==> config.mk <==
export PLATFORM = sky130hd
export DESIGN_NAME = game_status_fsm
export DESIGN_NICKNAME = d
export VERILOG_FILES = /design/src/rtl/game_status_fsm.sv
export SDC_FILE = /design/constraint.sdc
export NUM_CORES = 1
export LEC_CHECK = 0
export CELL_PAD_IN_SITES_DETAIL_PLACEMENT = 1
export CELL_PAD_IN_SITES_GLOBAL_PLACEMENT = 2
export CORE_MARGIN = 2
export CORE_UTILIZATION = 30
export CTS_CLUSTER_SIZE = 40
export DETAILED_ROUTE_END_ITERATION = 10
export GPL_TIMING_DRIVEN = 0
export PLACE_DENSITY_LB_ADDON = 0.1
export RECOVER_POWER = 50
export SETUP_SLACK_MARGIN = 0.15
export SLEW_MARGIN = 10
export SYNTH_ARGS = -nofsm -noshare
export SYNTH_HDL_FRONTEND = slang
export SYNTH_SLANG_ARGS = --single-unit
==> constraint.sdc <==
create_clock -name Clk -period 2.9 [get_ports Clk]
set_input_delay 0.58 -clock Clk [delete_from_list [all_inputs] [get_ports Clk]]
set_output_delay 0.58 -clock Clk [all_outputs]
set_load 0.02 [all_outputs]
==> src/rtl/game_status_fsm.sv <==
// game_status_fsm
//   Top-level game controller for the stickman runner. Walks the game through
//   WAIT -> PLAY -> WIN/LOSE -> WAIT, keeps the round score, and emits a
//   one-cycle re-initialisation pulse to the object modules at round start.
//
//   Optional feature macro: GAME_TIMEOUT_EN
//     defined   : per-round frame countdown on time_left; reaching 0 loses.
//     undefined : time_left tied to 0, TIME_LIMIT unused.
//
// Ports
//   Clk        in   system clock, rising-edge
//   Reset_n    in   synchronous active-low reset
//   frame_clk  in   VGA vsync (async to Clk); rising edge = new frame
//   keycode    in   [7:0] current HID keycode, 0 = no key
//   coin_hit   in   one-Clk pulse per coin collected
//   is_dead    in   level, stickman fell or collided
//   status     out  [3:0] one-hot {waiting, playing, win, lose}
//   score      out  [7:0] coins this round, saturating at 255
//   game_rst   out  one-cycle pulse on the first PLAY cycle
//   time_left  out  [11:0] frames remaining in the round
module game_status_fsm #(
  parameter int unsigned WIN_SCORE   = 10,
  parameter int unsigned HOLD_FRAMES = 60,
  parameter logic [7:0]  START_KEY   = 8'h2C,
  parameter int unsigned TIME_LIMIT  = 3600
) (
  input  logic        Clk,
  input  logic        Reset_n,
  input  logic        frame_clk,
  input  logic [7:0]  keycode,
  input  logic        coin_hit,
  input  logic        is_dead,
  output logic [3:0]  status,
  output logic [7:0]  score,
  output logic        game_rst,
  output logic [11:0] time_left
);

  if (WIN_SCORE < 1 || WIN_SCORE > 255) begin : g_bad_win_score
    $error("WIN_SCORE out of range 1..255");
  end
  if (HOLD_FRAMES < 1 || HOLD_FRAMES > 255) begin : g_bad_hold_frames
    $error("HOLD_FRAMES out of range 1..255");
  end
  if (TIME_LIMIT < 1 || TIME_LIMIT > 4095) begin : g_bad_time_limit
    $error("TIME_LIMIT out of range 1..4095");
  end

  localparam logic [7:0] WIN_L  = 8'(WIN_SCORE);
  localparam logic [7:0] HOLD_L = 8'(HOLD_FRAMES);
`ifdef GAME_TIMEOUT_EN
  localparam logic [11:0] TLIM_L = 12'(TIME_LIMIT);
`endif

  // State codes double as the one-hot status value, so status is the flop.
  typedef enum logic [3:0] {
    S_WAIT = 4'b1000,
    S_PLAY = 4'b0100,
    S_WIN  = 4'b0010,
    S_LOSE = 4'b0001
  } state_t;

  state_t      state_q, state_d;
  logic [7:0]  score_q, score_d;
  logic        game_rst_q, game_rst_d;
  logic [11:0] time_left_q, time_left_d;
  logic [7:0]  hold_q, hold_d;
  logic        armed_q, armed_d;
  logic        fsync1_q, fsync2_q, fedge_q;

  logic        frame_tick;
  logic        start_ok;
  logic        timeout;
  logic [7:0]  score_inc;

  always_comb begin
    frame_tick  = fsync2_q & ~fedge_q;
    start_ok    = armed_q && (keycode == START_KEY);
    score_inc   = (score_q == 8'hFF) ? score_q : score_q + 8'd1;

    state_d     = state_q;
    score_d     = score_q;
    game_rst_d  = 1'b0;
    time_left_d = time_left_q;
    hold_d      = hold_q;
    timeout     = 1'b0;
    // Armed latches high once the start key is seen released.
    armed_d     = armed_q | (keycode != START_KEY);

`ifdef GAME_TIMEOUT_EN
    if (state_q == S_PLAY && frame_tick) begin
      timeout = (time_left_q == 12'd1);
      if (time_left_q != '0) begin
        time_left_d = time_left_q - 12'd1;
      end
    end
`else
    time_left_d = '0;
`endif

    case (state_q)
      S_WAIT: begin
        if (start_ok) begin
          state_d    = S_PLAY;
          score_d    = '0;
          game_rst_d = 1'b1;
`ifdef GAME_TIMEOUT_EN
          time_left_d = TLIM_L;
`endif
        end
      end
      S_PLAY: begin
        if (is_dead) begin
          state_d = S_LOSE;
        end else if (timeout) begin
          state_d = S_LOSE;
        end else if (coin_hit) begin
          score_d = score_inc;
          if (score_inc >= WIN_L) begin
            state_d = S_WIN;
          end
        end
      end
      S_WIN, S_LOSE: begin
        if (hold_q == HOLD_L && start_ok) begin
          state_d = S_WAIT;
        end else if (frame_tick && hold_q < HOLD_L) begin
          hold_d = hold_q + 8'd1;
        end
      end
      default: state_d = S_WAIT;
    endcase

    // Any transition disarms; entering an end state restarts the hold count.
    if (state_d != state_q) begin
      armed_d = 1'b0;
      if (state_d == S_WIN || state_d == S_LOSE) begin
        hold_d = '0;
      end
    end
  end

  always_ff @(posedge Clk) begin
    if (!Reset_n) begin
      state_q     <= S_WAIT;
      score_q     <= '0;
      game_rst_q  <= 1'b0;
      time_left_q <= '0;
      hold_q      <= '0;
      armed_q     <= 1'b0;
      fsync1_q    <= 1'b0;
      fsync2_q    <= 1'b0;
      fedge_q     <= 1'b0;
    end else begin
      state_q     <= state_d;
      score_q     <= score_d;
      game_rst_q  <= game_rst_d;
      time_left_q <= time_left_d;
      hold_q      <= hold_d;
      armed_q     <= armed_d;
      fsync1_q    <= frame_clk;
      fsync2_q    <= fsync1_q;
      fedge_q     <= fsync2_q;
    end
  end

  assign status    = state_q;
  assign score     = score_q;
  assign game_rst  = game_rst_q;
  assign time_left = time_left_q;

endmodule

Word-level counts from Yosys, hierarchy flattened
Cells that the tools add are included.
- register bits after elaboration: 25
- bits in latches: 0
- RAM bits: 0
- bits in read-only memories: 0
- input bits: 13
- output and inout port bits: 25
- memories kept: 0
- $add $sub $neg: 2
- $mul: 0
- div/mod/pow operators: 0
- magnitude comparators: 2
- eq/ne operators: 14
- shift operators: 0
- multiplexer cells: 17
- bitwise gates (word level): 4
- reductions and logical operators: 9
- operators by type and width (kind ; number):
    two-way mux 8 bit ; 9
    two-way mux 4 bit ; 5
    adder 8 x 1 -> 8 bit, second input constant ; 2
    == test 8 x 6 -> 1 bit, second input constant ; 2
    one-hot mux 8 bit (2 select lines) ; 1
    one-hot mux 4 bit (3 select lines) ; 1
    == test 4 x 1 -> 1 bit, second input constant ; 2
    == test 4 x 2 -> 1 bit, second input constant ; 2
    == test 8 bit, second input constant ; 1
    greater-or-equal comparator 8 x 4 -> 1 bit, second input constant ; 1
    < comparator 8 x 6 -> 1 bit, second input constant ; 1
    inequality test 8 x 6 -> 1 bit, second input constant ; 1
    inequality test 2 bit, second input constant ; 3
    == test 4 x 3 -> 1 bit, second input constant ; 1
    == test 4 bit, second input constant ; 1
    inequality test 4 bit ; 1
    AND reduction 4 bit ; 1
    OR reduction 2 bit ; 2
    logical AND 1 bit ; 3
    NOT 1 bit ; 2
    AND reduction 2 bit ; 1
    nonzero test 2 bit ; 1
    bitwise AND 1 bit ; 1
    logical OR 1 bit ; 1
    2 further kinds ; 2

Depth between registers and ports, before layout
Gate-level depths: netlist of run 1.
- depth in word-level cells: 11
- depth in mapped cells: 6

Least setup slack after synthesis of run 1
Ideal clock, no wire load.
- path kind: flip-flop to flip-flop
- start: register score_q[0], in the netlist score[0]
- end: register state_q[1], in the netlist status[1]
- library setup time: 0.117 ns
- arrival: 1.712 ns
- required time: 2.783 ns
- path slack: 1.071 ns
- cell stages (with the launch flop): 7
- cells stage by stage: dfxtp_1 ha_1 o21a_1 o22a_1 a211oi_1 nand2_1 a32o_1
- longest elaborated chain between the ends: 7
- elaborated cells between the ends (all ways): 8
- classes of those cells: 1 x add/sub; 1 x order compare; 1 x eq/ne; 5 x mux
- RTL lines (element ; line ; source):
    start: declaration ; 64 ; logic [7:0] score_q, score_d;
    start signal: assignment ; 156 ; score_q <= score_d;
    adder 8 x 1 -> 8 bit / == test 8 bit (equally long branches) ; 79 ; score_inc = (score_q == 8'hFF) ? score_q : score_q + 8'd1;
    two-way mux 8 bit (*) ; 79 ;
    greater-or-equal comparator 8 x 4 -> 1 bit (*) ; 119 ; if (score_inc >= WIN_L) begin
    two-way mux 4 bit (*) ; 119 ;
    two-way mux 4 bit (*) ; 117 ; end else if (coin_hit) begin
    two-way mux 4 bit (*) ; 113 ; if (is_dead) begin
    one-hot mux 4 bit (3 select lines) (*) ; 101 ; case (state_q)
    end signal: assignment ; 155 ; state_q <= state_d;
    end: declaration ; 63 ; state_t state_q, state_d;
Every way passes the cells marked *; elsewhere a longest branch is shown, timed or not.
A chain may end at the register's enable or synchronous reset.

Worst setup path after layout of run 1
- start: input keycode[4]
- end: register score_q[2], in the netlist score[2]
- longest elaborated chain between the ends: 4
- RTL lines (element ; line ; source):
    start: declaration ; 30 ; input logic [7:0] keycode,
    == test 8 x 6 -> 1 bit ; 78 ; start_ok = armed_q && (keycode == START_KEY);
    logical AND 1 bit ; 78 ;
    inequality test 2 bit (no line) ; - ;
    AND reduction 4 bit (no line) ; - ;
Every way passes these cells.

==> run metrics, run 1 <==
register area share after synthesis 35.4%; synthesized area 1420 um^2; Worst-path clk slew 90 ps; Final Wtd Congestion 0.783; htree depth 1; Fmax 414 MHz; Yosys reg bits 25; Rows 24; Fin Setup TNS 0 ps; share of power burned in registers 56.0%; Clk pwr share 34.7%; critical path required time 3080 ps; Die Height 72.7 um; pre-CTS WS 477 ps; Synth warnings 0; area leader, netlist dfxtp_1; maximum VDD drop 0.000174 V; minimum clock period 2410 ps; Synth top area share 35.4%; PwrDens 344 nW/um^2; kind of end point of the critical path register; Clock Tree Root clkbuf_8; CTS resizes 0; max-cap check violation count 0; CTS max path bufs 2; status finished clean; CP cell instances dlygate4sd3_1 > nor4b_1 > and4_1 > nor2_2 > a21o_1 > a32o_1; Total GRT Usage 14.7%; initial antenna violation count 0; Slew Viols, Final 0; Setup violations, final 0; # DRC 0; Final ANT Viol Nets 0; Tightest Pin Transition 681 ps; IO Pins 38; Post-CTS Hold Fix Bufs 0; Cell variety after synth 46; Area Growth Syn to Fin 27.3%; top_reg_cell synth dfxtp_1; type of the worst min-delay path register to register; Logic pwr share 9.3%; CP max-delay cell nor4b_1; EDFF count, synth 0; total grt overflow 0; post-route insts no fill 252; core box area 4440 um^2; clock sinks 25; DRT Wirelength 3590 um; Net Sw Frac 24.0%; slowest stage delay, CP 560 ps; crit path kind input port to register; layout cell share with drive strength beyond 1 12.0%; RSZ-0062 raised after global routing false; crit path DAT 2590 ps; worst skew pair latency 280 ps; Synth Area per Inst 8.79 um^2; top post-synthesis cells by area dfxtp_1 (35%), buf_4 (6.4%), nor2_1 (4.8%), o21ai_0 (4.2%), xnor2_1 (3.7%); crit start category input port; HPWL after DPL 2760 um; Gate Count Post-Synth 161; DIE AREA 5280 um^2; vias in the first global route 1,297; Async S/R FF share, synth 0%; setup ws final 487 ps; largest net degree at the start of global routing 15; placed insts 248; Final #Nets 217; ant diodes 0; Psw 149 uW; first-pass GRT wire length 6180 um; most common cell in the netlist dfxtp_1; CTS tree built; leakage 0.000761 uW; Int Pwr 470 uW; Final Hold Viols 0; Initial Util 31.8%; per-cell routed wire length 14.2 um; Port Buffers 24; CTS buffer count 3; Rel. slew slack 54.6%; mean number of vias per cell 5.04; Worst Skew 6.14 ps; WP buf/inv 1; DR vias 1,269; CP Max Fanout 5; fin crit share 83.2%; CP delay by family, top simple AND/OR/NAND/NOR gates; Post-synth top cells dfxtp_1 (25), nor2_1 (18), buf_4 (12), o21ai_0 (12), nand2_1 (8); Die Wd 72.7 um; DR iter-0 viols 49; setup bufs post-CTS 0; Initial DRT Pass Iterations 4
==> path summary, 6_finish.rpt <==
check                           startpoint  slack [ps]  depth (start not counted)         to
worst min-delay path              fsync1_q         450                          1   fsync2_q
worst max register to register    score[0]         820                          6  hold_q[7]
worst min register to register    fsync1_q         450                          1   fsync2_q
worst max-delay path            keycode[4]         490                          6   score[2]
==> flip-flops by register name, summed over array words and instances (netlist names) <==
signal    count
armed_q       1
fedge_q       1
fsync1_q      1
fsync2_q      1
game_rst      1
hold_q        8
score         8
status        4
==> metrics by stage <==
stage / utilization [%] / cell area [um^2] / hold slack (ps) / power (uW)
2_1_floorplan: - / 1460 / 412 / 392
3_3_place_gp: 39.6 / 1760 / 423 / 412
6_report: 40.5 / 1800 / 453 / 619
5_1_grt: 40.5 / 1800 / 487 / 647
3_5_place_dp: 39.6 / 1760 / 434 / 413
4_1_cts: 40.7 / 1810 / 463 / 628
==> metal layers <==
layer / vias up / part of all wire [%] / global-route usage, % / routed length, um
met5: - / 0 / 0 / 0
met4: 0 / 0.47 / 2.47 / 17
met3: 2 / 6.1 / 4.28 / 219
met2: 37 / 45 / 24.1 / 1600
met1: 599 / 49 / 19.5 / 1750
li1: 631 / - / - / -
==> cell families after synthesis <==
logic type | Yosys count | share of synthesized area [%]
XOR/XNOR | 6 | 3.71
adder cells (fa/ha/maj) | 3 | 2.65
flip-flops | 25 | 35.4
multiplexers | 2 | 1.41
AO/OA/AOI/OAI | 37 | 17.2
AND/OR/NAND/NOR | 66 | 30.1
other | 1 | 0.265
buffers and inverters | 21 | 9.28
==> cell usage in the layout, fill, tap and decap left out, types with 4 or more instances in the layout <==
cell type,count
a21oi_1,5
conb_1,12
nor2_1,18
dfxtp_1,25
clkdlybuf4s50_1,12
inv_1,6
buf_4,12
nand2_1,8
nand3_1,7
and2_1,5
nor2b_1,4
dlygate4sd3_1,12
xnor2_1,6
o21ai_0,12
==> final cells by class <==
type	count	area, um^2
fillers	543	2640
multi-input cells	126	818
flip-flops and latches	25	500
repair buffers	24	240
plain buffers	15	109
well taps	52	65.1
clock buffers	3	41.3
inverters	6	22.5
clock inverters	1	5.00
==> power by group through the flow <==
stage	logic, uW	registers [uW]	clock network [uW]
6_report	57.7	347	215
5_1_grt	62.1	347	238
4_1_cts	58.1	347	223
3_5_place_dp	58.0	355	0
3_3_place_gp	57.2	355	0
2_1_floorplan	37.2	354	0
Power figures use the tool's default switching activity.
==> run 2, diff against run 1 <==
- CORE_UTILIZATION: 30 -> 28
- clock period: 2.9 -> 2.36 ns (I/O delays scaled with it)
==> run 2 against run 1 <==
  * Clock-buffer cell count is 1 higher
  * Power is 23% higher
  * Largest power group unchanged
  * Flip-flop and latch count stayed put
  * Sequential share of layout area is 0.42 points lower
  * Setup slack worse by 250 ps
  * Critical path type unchanged
==> run metrics, run 2 (same netlist as run 1, synthesis figures left out) <==
CTS tree built; status finished clean; DR vias 1,267 (-0.16%); Slew Viols, Final 0 (unchanged); crit path kind input port to register; worst skew pair latency 270 ps (about the same); Fin Setup TNS 0 ps (unchanged); CP Max Fanout 5 (unchanged); vias in the first global route 1,317 (+1.5%); reg2reg start status[2]; final instance area 1830 um^2 (+1.5%); RSZ-0062 raised after global routing false; Rows 25 (+4.2%); core box area 4790 um^2 (+7.7%); DIE AREA 5640 um^2 (+6.7%); critical path required time 2530 ps (-550 ps); maximum VDD drop 0.000202 V (+17%); most common library cell in the layout ignoring fill and taps dfxtp_1; Port Buffers 24 (unchanged); DR iter-0 viols 26 (-47%); initial antenna violation count 0 (unchanged); htree depth 1 (unchanged); total grt overflow 0 (unchanged); layout cell share with drive strength beyond 1 13.5% (+1.5 points); leakage 0.000757 uW (-0.57%); Fmax 470 MHz; Setup violations, final 0 (unchanged); Final Hold Viols 0 (unchanged); footprint of the multi-input gates 835 um^2 (+2.0%); crit start category input port; Placed Area 1780 um^2 (+1.1%); Initial Util 29.6% (-2.3 points); Final ANT Viol Nets 0 (unchanged); minimum clock period 2130 ps; first-pass GRT wire length 6130 um (-0.89%); Worst Hold Depth 1 (unchanged); Worst Skew 3.72 ps (-2.42 ps); R2R cell count 5 (-1); Total GRT Usage 14.1% (-0.57 points); HPWL after DPL 2900 um (+4.9%); PwrDens 417 nW/um^2 (+21%); Post-CTS Hold Fix Bufs 0 (unchanged); Initial DRT Pass Iterations 4 (unchanged); Area Growth Syn to Fin 29.3%; largest net degree at the start of global routing 14 (-1); Worst-path clk slew 90 ps (about the same); mean number of vias per cell 4.75 (-5.8%); per-cell routed wire length 13.7 um (-3.5%); # DRC 0 (unchanged); Die Height 75.1 um (+3.3%); setup bufs post-CTS 0 (unchanged); kind of end point of the critical path register; Final #Nets 217 (unchanged); Die Wd 75.1 um (+3.3%); IO Pins 38 (unchanged); Fillers 589 (+8.5%); Clock Tree Root clkbuf_8; r2r endpoint score[3]; Tightest Pin Transition 598 ps (-83.1 ps); max-cap check violation count 0 (unchanged); Rel. slew slack 59.6% (+5.0 points); Seq. cell area 500 um^2 (unchanged); fin crit share 90.2%; Worst Hold End fsync2_q; Reg2Reg Setup Slack 320 ps (-500 ps); Final Wtd Congestion 0.859 (+9.6%); CTS buffer count 3 (unchanged); crit path DAT 2300 ps (-290 ps); Hold Crit Start fsync1_q; ant diodes 0 (unchanged); CTS max path bufs 2 (unchanged); type of the worst min-delay path register to register; clock sinks 25 (unchanged); DRT Wirelength 3670 um (+2.3%); most frequent cells in the layout dfxtp_1 (25), nor2_1 (18), clkdlybuf4s50_1 (15)
[run 2: cell count changes in the layout (fill, tap and decap cells not counted), sizes merged]
cell,delta
clkdlybuf4s50,+3
dlygate4sd3,-3
clkbuf,+2
buf,-1
clkinv,-1
[run 2: metrics by stage]
step,utilization (%),instances,hold slack (ps),worst slack [ps],power [uW]
2_1_floorplan,-,172,412,531,481
3_3_place_gp,37.2,263,424,39.7,507
3_5_place_dp,37.2,263,443,43.7,508
4_1_cts,38.1,267,452,272,776
5_1_grt,38.2,267,474,121,802
6_report,38.2,267,446,232,763
[run 2: critical path, stage by stage]
cell and delay [ps]:
dlygate4sd3_1 550, nor4b_2 400, and4_1 370, nor2_2 100
a21o_1 160, a32o_1 240
[run 2: area by class of cell]
class                           instances  area share, %
Multi-Input combinational cell        126           45.6
Sequential cell                        25           27.4
Timing Repair Buffer                   24           13.1
Buffer                                 15           5.61
Tap cell                               67           4.58
Clock buffer                            4           2.46
Inverter                                6           1.23
[run 2: report_power, final]
part	switching (uW)	internal, uW
clock	143	121
combinational	36.6	36.1
sequential	1.65	424
total	181	582
[run 2: worst max-delay path by stage]
stage / end / cells past startpoint / startpoint
finish: score[2] / 6 / keycode[7]
global route: score[2] / 6 / keycode[7]
CTS: hold_q[2] / 6 / score[0]
detailed placement: score[2] / 6 / keycode[4]
global placement: score[2] / 6 / keycode[4]
floorplan: status[1] / 6 / score[0]
[run 2: repair_timing]
action	CTS	global route
setup endpoints to repair	0	8
gates resized for setup	0	3
hold endpoints to repair	0	0
[run 2: metal layers]
metal / GRT usage [%] / routed length, um / vias to the layer above
li1: - / - / 634
met1: 17.3 / 1640 / 613
met2: 24.6 / 1920 / 16
met3: 2.54 / 68 / 4
met4: 5.36 / 38 / 0
met5: 0 / 0 / -
